File: src/rtl/config_pkg.sv
// Shared configuration for the SPI receiver: default frame geometry and
// the receive FSM state encoding.
package config_pkg;

    localparam int P_DATA_WIDTH = 8;
    localparam int P_BEATS      = 4;

    typedef enum logic [1:0] {
        IDLE = 2'd0,
        RECV = 2'd1,
        HOLD = 2'd2
    } spi_rx_state_t;

endpackage

File: src/rtl/spi_rx_fifo.sv
// Small circular word buffer between the SPI frame assembler and the
// consumer. A push into a full buffer is dropped unless a pop happens in
// the same cycle, in which case both are performed.
module spi_rx_fifo #(
    parameter int P_WIDTH = 16,
    parameter int P_DEPTH = 2
) (
    input  logic               clk,
    input  logic               rst_n,
    input  logic               push,
    input  logic [P_WIDTH-1:0] wr_data,
    input  logic               pop,
    output logic [P_WIDTH-1:0] rd_data,
    output logic               full,
    output logic               empty
);

    localparam int PTR_W = (P_DEPTH > 1) ? $clog2(P_DEPTH) : 1;
    localparam int CNT_W = $clog2(P_DEPTH + 1);

    logic [P_WIDTH-1:0] mem_r [P_DEPTH];
    logic [PTR_W-1:0]   wr_ptr_r;
    logic [PTR_W-1:0]   rd_ptr_r;
    logic [CNT_W-1:0]   count_r;
    logic               do_push_s;
    logic               do_pop_s;

    // Pointers wrap at P_DEPTH, which need not be a power of two.
    function automatic logic [PTR_W-1:0] ptr_inc(input logic [PTR_W-1:0] ptr);
        if (ptr == PTR_W'(P_DEPTH - 1)) begin
            return '0;
        end else begin
            return ptr + PTR_W'(1);
        end
    endfunction

    assign full      = (count_r == CNT_W'(P_DEPTH));
    assign empty     = (count_r == CNT_W'(0));
    assign do_pop_s  = pop & ~empty;
    assign do_push_s = push & (~full | do_pop_s);
    assign rd_data   = mem_r[rd_ptr_r];

    // Storage, pointers and occupancy count.
    always_ff @(posedge clk or negedge rst_n) begin
        if (!rst_n) begin
            for (int i = 0; i < P_DEPTH; i++) begin
                mem_r[i] <= '0;
            end
            wr_ptr_r <= '0;
            rd_ptr_r <= '0;
            count_r  <= '0;
        end else begin
            if (do_push_s) begin
                mem_r[wr_ptr_r] <= wr_data;
                wr_ptr_r        <= ptr_inc(wr_ptr_r);
            end
            if (do_pop_s) begin
                rd_ptr_r <= ptr_inc(rd_ptr_r);
            end
            case ({do_push_s, do_pop_s})
                2'b10:   count_r <= count_r + CNT_W'(1);
                2'b01:   count_r <= count_r - CNT_W'(1);
                default: count_r <= count_r;
            endcase
        end
    end

endmodule

File: src/rtl/spi_receiver.sv
// SPI slave receiver: synchronises SCK/CS/MOSI into clk_100, assembles
// P_BEATS beats of P_DATA_WIDTH lanes into a word (first beat in the MSBs)
// and hands completed words to a ready/valid output through a small FIFO.
module spi_receiver #(
    parameter int P_DATA_WIDTH = config_pkg::P_DATA_WIDTH,
    parameter int P_BEATS      = config_pkg::P_BEATS,
    parameter int P_FIFO_DEPTH = 2
) (
    input  logic                            clk_100,
    input  logic                            a_rst,
    input  logic                            SCK,
    input  logic                            CS,
    input  logic [P_DATA_WIDTH-1:0]         MOSI,
    output logic [P_BEATS*P_DATA_WIDTH-1:0] data,
    output logic                            valid,
    input  logic                            ready,
    output logic                            busy,
    output logic                            frame_err,
    output logic                            overflow
);

    import config_pkg::*;

    localparam int W      = P_BEATS * P_DATA_WIDTH;
    localparam int BEAT_W = (P_BEATS > 1) ? $clog2(P_BEATS) : 1;

    logic                    cs_s1_r, cs_s2_r;
    logic                    sck_s1_r, sck_s2_r, sck_d_r;
    logic [P_DATA_WIDTH-1:0] mosi_s1_r, mosi_s2_r;
    logic                    sck_rise_s;

    spi_rx_state_t           state_r, state_nx;
    logic [BEAT_W-1:0]       beat_r, beat_nx;
    logic [W-1:0]            shift_r, shift_nx;
    logic                    push_r, push_nx;
    logic                    frame_err_r, frame_err_nx;
    logic                    busy_r;
    logic                    overflow_r;

    logic                    fifo_full_s;
    logic                    fifo_empty_s;
    logic                    pop_s;

    // Two-flop synchronisers; all three inputs share the same depth so a
    // detected SCK rise sees the MOSI and CS values from the same instant.
    always_ff @(posedge clk_100 or negedge a_rst) begin
        if (!a_rst) begin
            cs_s1_r   <= 1'b1;
            cs_s2_r   <= 1'b1;
            sck_s1_r  <= 1'b0;
            sck_s2_r  <= 1'b0;
            sck_d_r   <= 1'b0;
            mosi_s1_r <= '0;
            mosi_s2_r <= '0;
        end else begin
            cs_s1_r   <= CS;
            cs_s2_r   <= cs_s1_r;
            sck_s1_r  <= SCK;
            sck_s2_r  <= sck_s1_r;
            sck_d_r   <= sck_s2_r;
            mosi_s1_r <= MOSI;
            mosi_s2_r <= mosi_s1_r;
        end
    end

    assign sck_rise_s = sck_s2_r & ~sck_d_r;

    // Frame FSM: CS deassertion is tested before SCK so it wins a tie.
    always_comb begin
        state_nx     = state_r;
        beat_nx      = beat_r;
        shift_nx     = shift_r;
        push_nx      = 1'b0;
        frame_err_nx = 1'b0;
        case (state_r)
            IDLE: begin
                if (!cs_s2_r) begin
                    state_nx = RECV;
                    beat_nx  = '0;
                    shift_nx = '0;
                end else begin
                    state_nx = IDLE;
                end
            end
            RECV: begin
                if (cs_s2_r) begin
                    state_nx     = IDLE;
                    frame_err_nx = 1'b1;
                end else if (sck_rise_s) begin
                    shift_nx = (shift_r << P_DATA_WIDTH) | W'(mosi_s2_r);
                    if (beat_r == BEAT_W'(P_BEATS - 1)) begin
                        state_nx = HOLD;
                        beat_nx  = '0;
                        push_nx  = 1'b1;
                    end else begin
                        beat_nx = beat_r + BEAT_W'(1);
                    end
                end else begin
                    state_nx = RECV;
                end
            end
            HOLD: begin
                if (cs_s2_r) begin
                    state_nx = IDLE;
                end else begin
                    state_nx = HOLD;
                end
            end
            default: begin
                state_nx = IDLE;
            end
        endcase
    end

    // FSM state, assembly register and registered status pulses. The push
    // is registered so the FIFO writes the completed shift register value.
    always_ff @(posedge clk_100 or negedge a_rst) begin
        if (!a_rst) begin
            state_r     <= IDLE;
            beat_r      <= '0;
            shift_r     <= '0;
            push_r      <= 1'b0;
            frame_err_r <= 1'b0;
            busy_r      <= 1'b0;
            overflow_r  <= 1'b0;
        end else begin
            state_r     <= state_nx;
            beat_r      <= beat_nx;
            shift_r     <= shift_nx;
            push_r      <= push_nx;
            frame_err_r <= frame_err_nx;
            busy_r      <= (state_nx != IDLE);
            overflow_r  <= push_r & fifo_full_s & ~pop_s;
        end
    end

    assign pop_s = ready & ~fifo_empty_s;

    spi_rx_fifo #(
        .P_WIDTH (W),
        .P_DEPTH (P_FIFO_DEPTH)
    ) u_fifo (
        .clk     (clk_100),
        .rst_n   (a_rst),
        .push    (push_r),
        .wr_data (shift_r),
        .pop     (pop_s),
        .rd_data (data),
        .full    (fifo_full_s),
        .empty   (fifo_empty_s)
    );

    assign valid     = ~fifo_empty_s;
    assign busy      = busy_r;
    assign frame_err = frame_err_r;
    assign overflow  = overflow_r;

endmodule

File: config.mk
export PLATFORM = sky130hd
export DESIGN_NAME = spi_receiver
export DESIGN_NICKNAME = d
export VERILOG_FILES = /design/src/rtl/config_pkg.sv /design/src/rtl/spi_rx_fifo.sv /design/src/rtl/spi_receiver.sv
export SDC_FILE = /design/constraint.sdc
export NUM_CORES = 1
export LEC_CHECK = 0
export CORE_ASPECT_RATIO = 1.1
export CORE_MARGIN = 10
export CORE_UTILIZATION = 55
export CTS_CLUSTER_DIAMETER = 60
export DETAILED_ROUTE_END_ITERATION = 6
export DONT_BUFFER_PORTS = 1
export GPL_TIMING_DRIVEN = 0
export PLACE_DENSITY_LB_ADDON = 0.1
export SKIP_LAST_GASP = 1
export SYNTH_ARGS = -nofsm -noshare
export SYNTH_HDL_FRONTEND = slang
export SYNTH_SLANG_ARGS = --single-unit
export TNS_END_PERCENT = 5
File: constraint.sdc
create_clock -name clk_100 -period 2.5 [get_ports clk_100]
set_input_delay 0.25 -clock clk_100 [delete_from_list [all_inputs] [get_ports clk_100]]
set_output_delay 0.25 -clock clk_100 [all_outputs]
set_load 0.005 [all_outputs]
### Word level (Yosys, flattened, before mapping)

Index checks and enable logic that the tools add are counted.
Widths: inputs -> output; s select.

| word-level totals | value |
|---|---|
| register bits after elaboration | 129 |
| bits of input ports | 13 |
| output and inout bits | 36 |
| word-level logic and storage cells | 87 |

| cells by class | value |
|---|---|
| $add $sub $neg | 5 |
| $lt $le $gt $ge | 3 |
| equality and inequality tests | 9 |
| muxes and demuxes | 30 |
| bitwise gates (word level) | 14 |
| reductions and logical operators | 7 |

Operator list:

| cell | number |
|---|---|
| $mux 32 | 7 |
| $bwmux 64 | 1 |
| $pmux 32 s2 | 1 |
| $demux 32 s1 | 1 |
| $or 32x8->32 | 1 |
| $mux 2 | 8 |
| $mux 1 | 9 |
| $eq 2x2->1 const B | 4 |
| $pmux 2 s2 | 2 |
| $and 1x1->1 | 6 |
| $ne 2x2->1 const B | 3 |
| $pmux 2 s3 | 1 |
| $reduce_bool 2->1 | 3 |
| $add 2x1->2 const B | 2 |
| $eq 2x1->1 const B | 2 |
| $ge 2x2->1 const B | 2 |
| $logic_not 2->1 | 2 |
| $not 1->1 | 4 |
| $not 1->2 | 2 |
| $reduce_and 4->1 | 1 |
| $add 1x1->1 const B | 2 |
| $lt 2x1->1 const B | 1 |
| $sub 2x1->2 const B | 1 |
| $logic_and 1x1->1 | 1 |
| $or 1x1->1 | 1 |

### Logic depth before layout (Yosys ltp)

Gate-level depths: netlist of run 1.

| depth | value |
|---|---|
| depth after elaboration | 8 |
| gate-level depth with buffers | 6 |
| depth with buffers taken out | 6 |

### Hierarchy

Synthesis of run 1 repeated with hierarchy kept, for this count alone.

| second synthesis, totals | value |
|---|---|
| cells, all modules | 320 |
| area total of the unflattened synthesis | 5278.8 um^2 |

Modules (own cells, without submodules):

| module | times used | cells an instance | area each (um^2) | sequential area each (um^2) |
|---|---|---|---|---|
| spi_rx_fifo | 1 | 197 | 3244.4 | 1701.6 |
| spi_receiver | 1 | 123 | 2034.5 | 1529.0 |

### Worst setup path after synthesis of run 1

OpenSTA, ideal clock, no wires.

| path | value |
|---|---|
| path type | register to register |
| start point | reg u_fifo.count_r[0] |
| end point | reg u_fifo.count_r[1] |
| library setup time | 0.079 ns |
| arrival time | 1.477 ns |
| data required time | 2.421 ns |
| path slack | 0.944 ns |
| stages on the path, launching flop included | 6 |
| buffers on the path | 0 |
| period minus slack after synthesis | 1.556 ns |
| path through | dfrtp_1 > or2_2 > and2_1 > ha_1 > nor2_1 > xor2_1 |

| on the way | value |
|---|---|
| longest elaborated chain between the ends | 8 |
| elaborated cells between the ends (all ways) | 14 |
| classes of those cells | 2 x add/sub; 3 x eq/ne; 1 x mux; 6 x bitwise; 2 x reduce/logical |

Ends and longest elaborated chain:

| element | line | text |
|---|---|---|
| start: declaration | spi_rx_fifo.sv:24 | `logic [CNT_W-1:0] count_r;` |
| start signal: assignment | spi_rx_fifo.sv:61 | `2'b10: count_r <= count_r + CNT_W'(1);` |
| start signal: assignment | spi_rx_fifo.sv:62 | `2'b01: count_r <= count_r - CNT_W'(1);` |
| start signal: assignment | spi_rx_fifo.sv:63 | `default: count_r <= count_r;` |
| $logic_not 2->1 * | spi_rx_fifo.sv:38 | `assign empty = (count_r == CNT_W'(0));` |
| $not 1->1 * | - |  |
| net valid | spi_receiver.sv:15 | `output logic valid,` |
| $and 1x1->1 | spi_receiver.sv:137 | `assign pop_s = ready & ~fifo_empty_s;` |
| $and 1x1->1 * | spi_rx_fifo.sv:39 | `assign do_pop_s = pop & ~empty;` |
| net u_fifo.do_pop_s | spi_rx_fifo.sv:26 | `logic do_pop_s;` |
| $or 1x1->1 | spi_rx_fifo.sv:40 | `assign do_push_s = push & (~full \| do_pop_s);` |
| $and 1x1->1 | spi_rx_fifo.sv:40 |  |
| $eq 2x1->1 / $eq 2x2->1 (equally long branches) | spi_rx_fifo.sv:60 | `case ({do_push_s, do_pop_s})` |
| $pmux 2 s2 / $reduce_bool 2->1 (equally long branches) | - |  |

Mark *: on every way through the listed nets, which the timed path passes. The rest lies on a longest branch.
A chain may end at the register's enable or synchronous reset.

### Worst setup path after layout of run 1

| path | value |
|---|---|
| start point | reg u_fifo.rd_ptr_r |
| end point | out data[9] |

| on the way | value |
|---|---|
| longest elaborated chain between the ends | 4 |

Ends and longest elaborated chain:

| element | line | text |
|---|---|---|
| start: declaration | spi_rx_fifo.sv:23 | `logic [PTR_W-1:0] rd_ptr_r;` |
| start signal: assignment | spi_rx_fifo.sv:58 | `rd_ptr_r <= ptr_inc(rd_ptr_r);` |
| $not 1->2 (implied by the code) | spi_rx_fifo.sv:41 | `assign rd_data = mem_r[rd_ptr_r];` |
| $mux 32 (implied by the code) (3 in a row) | spi_rx_fifo.sv:41 |  |
| end: declaration | spi_receiver.sv:14 | `output logic [P_BEATS*P_DATA_WIDTH-1:0] data,` |

No other way between the ends. The select of a mux whose other input is x is not followed.

==> results of run 1 <==
## where the power goes
group / internal (mW) / switching, mW
combinational: 0.297 / 0.319
sequential: 2.26 / 0.131
clock: 1.70 / 0.896
## sequential cells by signal, summed over array words and instances, names as in the netlist, 2 cells and up
| signal | cells |
|---|---|
| u_fifo.mem_r | 64 |
| beat_r | 2 |
| mosi_s2_r | 8 |
| u_fifo.count_r | 2 |
| mosi_s1_r | 8 |
| state_r | 2 |
| shift_r | 32 |
## logic make-up (layout without fill, tap and decap cells)
kind of cell / count (synthesis) / in the layout
multiplexers: 130 / 130
flip-flops: 129 / 129
buffers and inverters: 51 / 94
AND/OR/NAND/NOR: 50 / 50
XOR/XNOR: 5 / 5
AO/OA/AOI/OAI: 4 / 4
adder cells (fa/ha/maj): 2 / 2
## routing by layer
layer / GRT usage [%] / up-vias
li1: - / 1295
met1: 17.6 / 1396
met2: 23.4 / 59
met3: 5.95 / 16
met4: 6.35 / 0
met5: 0 / -
## worst paths after layout
check,from,end,slack (ns),cells after the start
worst max-delay path,u_fifo.rd_ptr_r$_DFFE_PN0N_,data[9],0.39,3
worst min-delay path,a_rst,u_fifo.mem_r[59]$_DFFE_PN0P_,-0.57,0
worst max register to register,u_fifo.count_r[1]$_DFFE_PN0P_,u_fifo.mem_r[61]$_DFFE_PN0P_,0.77,4
worst min register to register,mosi_s1_r[3]$_DFF_PN0_,mosi_s2_r[3]$_DFF_PN0_,0.35,0
max in group asynchronous,a_rst,cs_s1_r$_DFF_PN1_,2.83,0
min in group clk_100,CS,cs_s1_r$_DFF_PN1_,0.28,1
## critical path, stage by stage (launching register included)
cell and delay (ns):
dfrtp_1 0.32, clkbuf_1 0.24, buf_2 0.38, mux2_2 0.42
## layout by cell type (no fill, tap or decap), drive strengths merged, types with 4 or more instances in the layout
master	n
dfrtp	127
mux2	97
nand2	34
inv	34
mux2i	33
clkbuf	21
buf	17
dlygate4sd3	11
clkinvlp	5
bufinv	4
## layout make-up
type	count	area [sq um]
clock inverters	12	180
inverters	33	124
fillers	689	3220
well taps	117	146
multi-input cells	191	1800
plain buffers	18	134
repair buffers	11	110
flip-flops and latches	129	3230
clock buffers	20	455
==> impl_results.md, run 1 <==
* Top-count cell post-synth: dfrtp_1
* Cts hold-fix bufs at 11
* Syn-to-layout area delta at 16.9%
* Netlist cell types at 25
* Worst Hold Class: primary input to asynchronous set/reset pin
* Synth area leader: dfrtp_1
* Power Total at 5.60 mW
* # IOs at 49
* Maximum Capacitance Violations at 0
* Clock buffer depth at 2
* Util after Layout at 65.8%
* RSZ-0062 raised after global routing: false
* Sum Neg Setup Slack at 0 ns
* Critical Path RT at 2.25 ns
* Leak at 3.00 nW
* DRT iter0 DRCs at 111
* DRC viols at 0
* Post-synth top area share at 60.1%
* Post-synthesis instance total at 371
* Post-synthesis register bit count at 129
* Synthesized-area fraction occupied by adder cells at 0.473%
* GRT overflow at 0
* Drt wl/cell at 18.1 um
* Inserted Clock Buffers at 17
* Mean number of vias per cell at 5.21
* Drt first pass iters at 5
* DP Area at 5440 sq um
* Fin worst setup slack at 0.386 ns
* Routed Wire Length at 9610 um
* Post-synthesis mux area share at 27.4%
* Diode count at 0
* Simple-Gate Fraction of Synth Area at 4.90%
* Critical path endpoint category: primary output
* Non-filler instance count after layout at 531
* Setup Skew at 0.00607 ns
* Crit path launch type: flip-flop
* Synth Net Count at 386
* Core Region at 9400 sq um
* Syn avg cell area at 14.3 sq um
* Status: finished with violations
* Post-synthesis xor/xnor area fraction at 0.828%
* Proportion of layout cells with a drive suffix above 1 at 36.7%
* Clk slew on worst S/H paths at 0.06 ns
* Placed instance count at 488
* Chip width at 114 um
* CTS tree: yes
* Vias in the first global route at 3023
* Starting Density at 56.3%
* Remaining antenna violation count at 0
* GRT Total Usage at 14.8%
* Die ar. at 13900 sq um
* Cell Pwr Density at 906 nW/um^2
* Synth Area in Compound Gates at 0.473%
* First-pass GRT wire length at 15900 um
* Fmax at 473 MHz
* Met3 wire len at 545 um
* Ys Warns at 0
* Async SR Flop Fraction at 100%
* Post-synthesis sequential area ratio at 61.1%
* Row count at 37
* Arrival @ worst endpoint at 1.86 ns
* Antenna violations before repair at 0
* Post-synth EDFFs at 0
* Layout Nets at 416
* CTS root buf: clkbuf_8
* Failing checks: hold timing
* Worst vdd ir at 0.532 mV
* Post-layout min period at 2.11 ns
* Met1 WL at 4210 um
* Pin count of the biggest net entering global routing at 130
* Worst slew margin at 68.6%
* Post-DP HPWL at 6050 um
* Latest clock arrival within the worst-skew pair at 0.52 ns
* DR vias at 2766
* Resize count post-CTS at 0
* Fin crit share at 84.6%
* Postcts setup bufs at 0
* Fin. Hold Viols at 129
* Setup WS pre-CTS at 0.728 ns
* Port Buffers at 0
* Total standard cell area after synthesis at 5290 sq um
* Final GP Congestion at 0.747
* Commonest cells in the netlist: dfrtp_1 (127), mux2_2 (90), nand2_1 (34)
* Metal2 WL at 4700 um
* CTS sink cnt at 129
* Max-slew violations at 0
* Maximum fanout along the worst path at 10
* Final hold slack at -0.569 ns
* Max layer used: met4
* Largest family of logic cells by synthesized area: multiplexers
* H-tree depth at 4
* Final setup viols at 0
* Die height at 123 um
* Area contributors post-synth: dfrtp_1 (60%), mux2_2 (19%), mux2i_1 (6.2%), nand2_1 (2.4%), inv_1 (2.3%)
* Worst slew pin tran at 0.471 ns
* Primary FF master, synth: dfrtp_1
* Design area at 6180 sq um
* Setup CP Type: flip-flop to primary output
Power figures use the tool's default switching activity.
==> inputs of run 2 (changes only) <==
==> constraint.sdc (replaced) <==
create_clock -name clk_100 -period 2.09 [get_ports clk_100]
set_input_delay 0.209 -clock clk_100 [delete_from_list [all_inputs] [get_ports clk_100]]
set_output_delay 0.209 -clock clk_100 [all_outputs]
set_load 0.005 [all_outputs]
==> run 2 against run 1 <==
Against the previous run:
- the flow still finishes with violations (hold timing)
- sequential power up 20%
- critical path type unchanged
- die area is the same
- largest power group unchanged
- hold slack got worse by 0.041 ns
- critical path depth unchanged
- wire length down 0.95%
- clock power is 19% higher
==> impl_results.md, run 2 (synthesized netlist as in run 1, its figures left out) <==
* Post-layout min period at 2.02 ns
* Critical path endpoint category: primary output (unchanged)
* GRT Total Usage at 14.8% (unchanged)
* Fmax at 495 MHz
* DRC viols at 0 (unchanged)
* Drt first pass iters at 4 (was 5)
* Met1 usage at 17.6% (unchanged)
* Layout Nets at 416 (unchanged)
* Max FFs per register at 64 (unchanged)
* Cts hold-fix bufs at 11 (unchanged)
* Core Region at 9400 sq um (unchanged)
* Post-DP HPWL at 6050 um (unchanged)
* Failing checks: hold timing (unchanged)
* Commonest non-fill, non-tap cell in the layout: dfrtp_1 (unchanged)
* Syn-to-layout area delta at 17.0% (was 16.9%)
* Inserted Clock Buffers at 17 (unchanged)
* GR Util met2 at 23.4% (unchanged)
* Row count at 37 (unchanged)
* Vias in the first global route at 3023 (unchanged)
* Starting Density at 56.3% (unchanged)
* Largest registers: u_fifo.mem_r (64), shift_r (32) (unchanged)
* Pin count of the biggest net entering global routing at 130 (unchanged)
* Port Buffers at 0 (unchanged)
* Sw Pwr at 1.60 mW (was 1.35 mW)
* GRT overflow at 0 (unchanged)
* Worst slew pin tran at 0.472 ns (was 0.471 ns)
* Most frequent cells in the layout: dfrtp_1 (127), mux2_2 (90), nand2_1 (34) (unchanged)
* Biggest register: u_fifo.mem_r (unchanged)
* Fin. Hold Viols at 129 (unchanged)
* CP max stage cell: mux2_2 (unchanged)
* Remaining antenna violation count at 0 (unchanged)
* Worst slew margin at 68.5% (was 68.6%)
* Power Total at 6.71 mW (was 5.60 mW)
* Cell Pwr Density at 1080 nW/um^2 (was 906 nW/um^2)
* Clock buffer depth at 2 (unchanged)
* Crit path cell chain: clkbuf_1, clkbuf_4, mux2_2 (was clkbuf_1, buf_2, mux2_2)
* Worst vdd ir at 0.636 mV (was 0.532 mV)
* Mean number of vias per cell at 5.16 (was 5.21)
* Die height at 123 um (unchanged)
* Crit path launch type: flip-flop (unchanged)
* Maximum fanout along the worst path at 10 (unchanged)
* CTS sink cnt at 129 (unchanged)
* Routed Wire Length at 9520 um (was 9610 um)
* Max-slew violations at 0 (unchanged)
* Design internal power at 5.10 mW (was 4.25 mW)
* Fin crit share at 96.7%
* DR vias at 2742 (was 2766)
* # IOs at 49 (unchanged)
* Setup slack, reg-to-reg at 0.35 ns (was 0.77 ns)
* Postcts setup bufs at 0 (unchanged)
* Clock power frac at 46.3% (was 46.4%)
* R2r worst-path depth at 4 (unchanged)
* Final GP Congestion at 0.747 (unchanged)
* Worst Hold Class: primary input to asynchronous set/reset pin (unchanged)
* Met3 Use GR at 5.95% (unchanged)
* Clk slew on worst S/H paths at 0.06 ns (about the same)
* CTS root buf: clkbuf_8 (unchanged)
* Setup Skew at 0.00565 ns (was 0.00607 ns)
* Status: finished with violations (unchanged)
* RSZ-0062 raised after global routing: true (was false)
* Drt wl/cell at 17.9 um (was 18.1 um)
* Leak at 3.00 nW (about the same)
* Antenna violations before repair at 0 (unchanged)
* Diode count at 0 (unchanged)
* Proportion of layout cells with a drive suffix above 1 at 36.7% (unchanged)
* Combinational power share at 11.1% (was 11.0%)
* Capturing point of the worst reg2reg path: u_fifo.mem_r[32]$_DFFE_PN0P_ (was u_fifo.mem_r[61]$_DFFE_PN0P_)
* First-pass GRT wire length at 15900 um (unchanged)
* Crit-path max cell delay at 0.40 ns (was 0.42 ns)
* Worst flop-to-flop path startpoint: u_fifo.count_r[1]$_DFFE_PN0P_ (unchanged)
* Layer with the highest usage: met2 (unchanged)
* Critical Path RT at 1.88 ns (was 2.25 ns)
* Maximum Capacitance Violations at 0 (unchanged)
* Die ar. at 13900 sq um (unchanged)
* Sum Neg Setup Slack at 0 ns (unchanged)
* Latest clock arrival within the worst-skew pair at 0.52 ns (about the same)
* Switch share at 23.9% (was 24.0%)
* Arrival @ worst endpoint at 1.81 ns (was 1.86 ns)
* H-tree depth at 4 (unchanged)
* Setup CP Type: flip-flop to primary output (unchanged)
* Seq pwr share at 42.6% (about the same)
* Final setup viols at 0 (unchanged)
* Final hold slack at -0.610 ns (was -0.569 ns)
* Chip width at 114 um (unchanged)
* CTS tree: yes (unchanged)
* DRT iter0 DRCs at 114 (was 111)
-- run 2: layer usage --
metal | part of all wire (%) | wire length (um)
met5 | 0 | 0
met3 | 5.7 | 539
met2 | 48 | 4590
met4 | 1.5 | 141
met1 | 45 | 4250
-- run 2: repair_timing --
item	CTS	global route
hold endpoints to repair	141	129
endpoints found under the setup margin	20	20
resized for setup	1	3
cloned	0	0
-- run 2: how the worst max path moves through the flow --
stage	start	to	slack, ns	cells after the start
final	u_fifo.rd_ptr_r$_DFFE_PN0N_	data[18]	0.07	3
after global routing	u_fifo.rd_ptr_r$_DFFE_PN0N_	data[18]	-0.02	3
after CTS	u_fifo.rd_ptr_r$_DFFE_PN0N_	data[16]	-0.03	3
after detailed placement	u_fifo.count_r[1]$_DFFE_PN0P_	u_fifo.mem_r[34]$_DFFE_PN0P_	0.32	4
after global placement	u_fifo.count_r[1]$_DFFE_PN0P_	u_fifo.mem_r[62]$_DFFE_PN0P_	0.35	4
after floorplan	u_fifo.count_r[0]$_DFFE_PN0P_	u_fifo.count_r[1]$_DFFE_PN0P_	0.53	5
-- run 2: cell type report --
| type | count | area [sq um] |
|---|---|---|
| buffer | 18 | 141 |
| clock buffer | 20 | 455 |
| clock inverter | 12 | 180 |
| fill | 687 | 3210 |
| inverter | 33 | 124 |
| multi-input combinational | 191 | 1800 |
| sequential | 129 | 3230 |
| tap | 117 | 146 |
| timing repair buffer | 11 | 110 |
-- run 2: critical path: cells and delay by family (launching register included) --
| kind | cells | cell delay, ns |
|---|---|---|
| muxes | 1 | 0.40 |
| buffers and inverters | 2 | 0.59 |
| DFF | 1 | 0.32 |
-- run 2: stage by stage --
step	setup WS, ns	util [%]	std cells	area, sq um
after detailed placement	0.318	57.8	488	5440
final	0.0682	65.9	531	6190
after global routing	-0.0247	65.9	531	6190
after CTS	-0.0269	65.8	531	6180
after floorplan	0.534	-	371	5290
after global placement	0.349	57.8	488	5440
-- run 2: power by group through the flow --
| stage | Clock, mW | Combinational, mW | Sequential, mW |
|---|---|---|---|
| after detailed placement | 0 | 0.731 | 2.90 |
| after CTS | 3.16 | 0.759 | 2.86 |
| after floorplan | 0 | 0.567 | 2.85 |
| after global placement | 0 | 0.716 | 2.89 |
| after global routing | 3.26 | 0.829 | 2.88 |
| final | 3.10 | 0.747 | 2.86 |
==> inputs of run 3 (changes only) <==
--- a/config.mk
+++ b/config.mk
@@ -5,6 +5,7 @@
 export SDC_FILE = /design/constraint.sdc
 export NUM_CORES = 1
 export LEC_CHECK = 0
+export ABC_AREA = 1
 export CORE_ASPECT_RATIO = 1.1
 export CORE_MARGIN = 10
 export CORE_UTILIZATION = 55
==> run 3 against run 2 <==
Against the previous run:
- the flow still finishes with violations (hold timing)
- synthesized cell count increased by 83%
- sequential power decreased by 3%
- non-clock buffer count increased by 28
- sequential cell count unchanged
- sequential share of layout area decreased by 2.9 points
- critical path type unchanged
- largest power group unchanged
- highest routed layer unchanged
==> impl_results.md, run 3 <==
* DRT iter0 DRCs at 392 (was 114)
* Post-synth EDFFs at 0 (unchanged)
* Setup Skew at 0.00931 ns (was 0.00565 ns)
* CTS root buf: clkbuf_8 (unchanged)
* Cts hold-fix bufs at 11 (unchanged)
* Layout Nets at 724 (was 416)
* Final hold slack at -0.625 ns (was -0.610 ns)
* Top-count cell post-synth: nand2_1 (was dfrtp_1)
* Largest registers: u_fifo.mem_r (64), shift_r (32) (unchanged)
* Postcts setup bufs at 0 (unchanged)
* DR vias at 4592 (was 2742)
* First-pass GRT wire length at 22400 um (was 15900 um)
* Synth Net Count at 694 (was 386)
* CP dominant cell by count: nand2_1
* Post-synthesis instance total at 679 (was 371)
* Worst slew pin tran at 0.606 ns (was 0.472 ns)
* H-tree depth at 4 (unchanged)
* Primary FF master, synth: dfrtp_1 (unchanged)
* Worst slew margin at 59.6% (was 68.5%)
* Total standard cell area after synthesis at 5680 sq um (was 5290 sq um)
* Cell Pwr Density at 1040 nW/um^2 (was 1080 nW/um^2)
* DRC viols at 0 (unchanged)
* Post-DP HPWL at 9100 um (was 6050 um)
* Post-synthesis sequential area ratio at 56.8% (was 61.1%)
* Syn avg cell area at 8.37 sq um (was 14.3 sq um)
* Fin. Hold Viols at 129 (unchanged)
* Setup CP Type: flip-flop to primary output (unchanged)
* Biggest register: u_fifo.mem_r (unchanged)
* GRT Total Usage at 19.3% (was 14.8%)
* CTS tree: yes (unchanged)
* Worst Hold Class: primary input to asynchronous set/reset pin (unchanged)
* Core Region at 9980 sq um (was 9400 sq um)
* Post-synthesis register bit count at 129 (unchanged)
* Remaining antenna violation count at 0 (unchanged)
* Setup WS pre-CTS at 0.438 ns (was 0.318 ns)
* Critical Path RT at 1.88 ns (about the same)
* Fin crit share at 94.2% (was 96.7%)
* Failing checks: hold timing (unchanged)
* Layer with the highest usage: met2 (unchanged)
* # IOs at 49 (unchanged)
* Met1 usage at 23.9% (was 17.6%)
* Commonest non-fill, non-tap cell in the layout: nand2_1 (was dfrtp_1)
* Starting Density at 56.9% (was 56.3%)
* Placed instance count at 799 (was 488)
* Most frequent cells in the layout: nand2_1 (302), dfrtp_1 (127), nand4_1 (66) (was dfrtp_1 (127), mux2_2 (90), nand2_1 (34))
* Post-synth top area share at 55.9% (was 60.1%)
* Area contributors post-synth: dfrtp_1 (56%), nand2_1 (20%), nand4_1 (7.3%), nand3_1 (3.2%), inv_1 (2.8%) (was dfrtp_1 (60%), mux2_2 (19%), mux2i_1 (6.2%), nand2_1 (2.4%), inv_1 (2.3%))
* Met3 Use GR at 6.41% (was 5.95%)
* Die ar. at 14800 sq um (was 13900 sq um)
* Util after Layout at 65.7% (was 65.9%)
* Fmax at 508 MHz (was 495 MHz)
* Maximum fanout along the worst path at 10 (unchanged)
* Drt wl/cell at 16.3 um (was 17.9 um)
* Die height at 127 um (was 123 um)
* CP max stage cell: clkbuf_1 (was mux2_2)
* Async SR Flop Fraction at 100% (unchanged)
* Leak at 3.59 nW (was 3.00 nW)
* Crit path cell chain: buf_2, clkbuf_1, nand2_1, nand2_1 (was clkbuf_1, clkbuf_4, mux2_2)
* Row count at 38 (was 37)
* Worst vdd ir at 0.598 mV (was 0.636 mV)
* RSZ-0062 raised after global routing: true (unchanged)
* Family with the most delay on the worst path: buffers and inverters (unchanged)
* Commonest cells in the netlist: nand2_1 (302), dfrtp_1 (127), nand4_1 (66) (was dfrtp_1 (127), mux2_2 (90), nand2_1 (34))
* Proportion of layout cells with a drive suffix above 1 at 11.5% (was 36.7%)
* Final GP Congestion at 0.863 (was 0.747)
* DP Area at 5830 sq um (was 5440 sq um)
* Final setup viols at 0 (unchanged)
* Power Total at 6.79 mW (was 6.71 mW)
* Latest clock arrival within the worst-skew pair at 0.53 ns (was 0.52 ns)
* Critical path endpoint category: primary output (unchanged)
* CTS sink cnt at 129 (unchanged)
* Chip width at 117 um (was 114 um)
* Netlist cell types at 25 (unchanged)
* Sum Neg Setup Slack at 0 ns (unchanged)
* Max FFs per register at 64 (unchanged)
* Antenna violations before repair at 0 (unchanged)
* Synth area leader: dfrtp_1 (unchanged)
* Fill count at 825 (was 687)
* Fin worst setup slack at 0.120 ns (was 0.0682 ns)
* Maximum Capacitance Violations at 0 (unchanged)
* Arrival @ worst endpoint at 1.76 ns (was 1.81 ns)
* Pin count of the biggest net entering global routing at 130 (unchanged)
* Vias in the first global route at 4464 (was 3023)
* GRT overflow at 0 (unchanged)
* Max-slew violations at 0 (unchanged)
* Inserted Clock Buffers at 17 (unchanged)
* Port Buffers at 0 (unchanged)
* Design area at 6560 sq um (was 6190 sq um)
* Clk slew on worst S/H paths at 0.06 ns (about the same)
* Routed Wire Length at 13700 um (was 9520 um)
* Crit path launch type: flip-flop (unchanged)
* Mean number of vias per cell at 5.45 (was 5.16)
* Non-filler instance count after layout at 842 (was 531)
* CP Buf/Inv Count at 2 (unchanged)
* Status: finished with violations (unchanged)
* Post-layout min period at 1.97 ns (was 2.02 ns)
* Crit-path max cell delay at 0.49 ns (was 0.40 ns)
* Diode count at 0 (unchanged)
* Ys Warns at 0 (unchanged)
* Clock buffer depth at 2 (unchanged)
* Drt first pass iters at 5 (was 4)
* GR Util met2 at 31.2% (was 23.4%)
* Syn-to-layout area delta at 15.4% (was 17.0%)
[run 3: cell count changes after synthesis, moves of 4 or more]
cell | previous run | this run
clkbuf_1 | 1 | 5
inv_1 | 33 | 42
nand2_1 | 34 | 302
mux2_2 | 90 | 0
buf_2 | 8 | 22
nand3_1 | 0 | 36
nand4_1 | 0 | 66
mux2i_1 | 33 | 0
mux2_4 | 7 | 0
buf_4 | 3 | 11
nor2_1 | 2 | 39
[run 3: worst paths after layout]
kind	from	slack [ns]	cells after the start	end
setup / recovery	u_fifo.rd_ptr_r$_DFFE_PN0N_	0.12	4	data[20]
hold / removal	a_rst	-0.63	0	u_fifo.count_r[0]$_DFFE_PN0P_
setup reg to reg	u_fifo.count_r[0]$_DFFE_PN0P_	0.42	8	u_fifo.count_r[1]$_DFFE_PN0P_
hold reg to reg	mosi_s1_r[5]$_DFF_PN0_	0.35	0	mosi_s2_r[5]$_DFF_PN0_
max in group asynchronous	a_rst	2.45	0	cs_s2_r$_DFF_PN1_
min in group clk_100	ready	0.10	5	u_fifo.mem_r[31]$_DFFE_PN0P_
[run 3: final cells by class]
class                      count  area (sq um)  share of cell area, %
clock buffer                  24           490                   7.48
multi-input combinational    458          2000                   30.5
clock inverter                 8           125                   1.91
buffer                        46           280                   4.27
sequential                   129          3230                   49.2
inverter                      46           173                   2.63
timing repair buffer          11           110                   1.68
tap                          120           150                   2.29
[run 3: power by group]
part	internal, mW	switching [mW]
Combinational	0.279	0.704
Clock	1.97	1.06
Sequential	2.64	0.134
[run 3: layer usage]
layer / vias up / share of wire, %
met5: - / 0
met1: 2213 / 43
met4: 0 / 1.6
li1: 2226 / -
met2: 129 / 49
met3: 24 / 7.0
[run 3: what timing repair did]
action | 4_1_cts | 5_1_grt
hold endpoints to repair | 140 | 129
resized for setup | 0 | 2
setup endpoints to repair | 0 | 6
[run 3: logic make-up after synthesis]
family | Yosys count | synth area share, %
simple gates | 452 | 34.3
xor+xnor | 2 | 0.308
fa+ha+maj | 2 | 0.440
buf+inv | 92 | 7.95
flops | 129 | 56.8
compound gates | 2 | 0.198
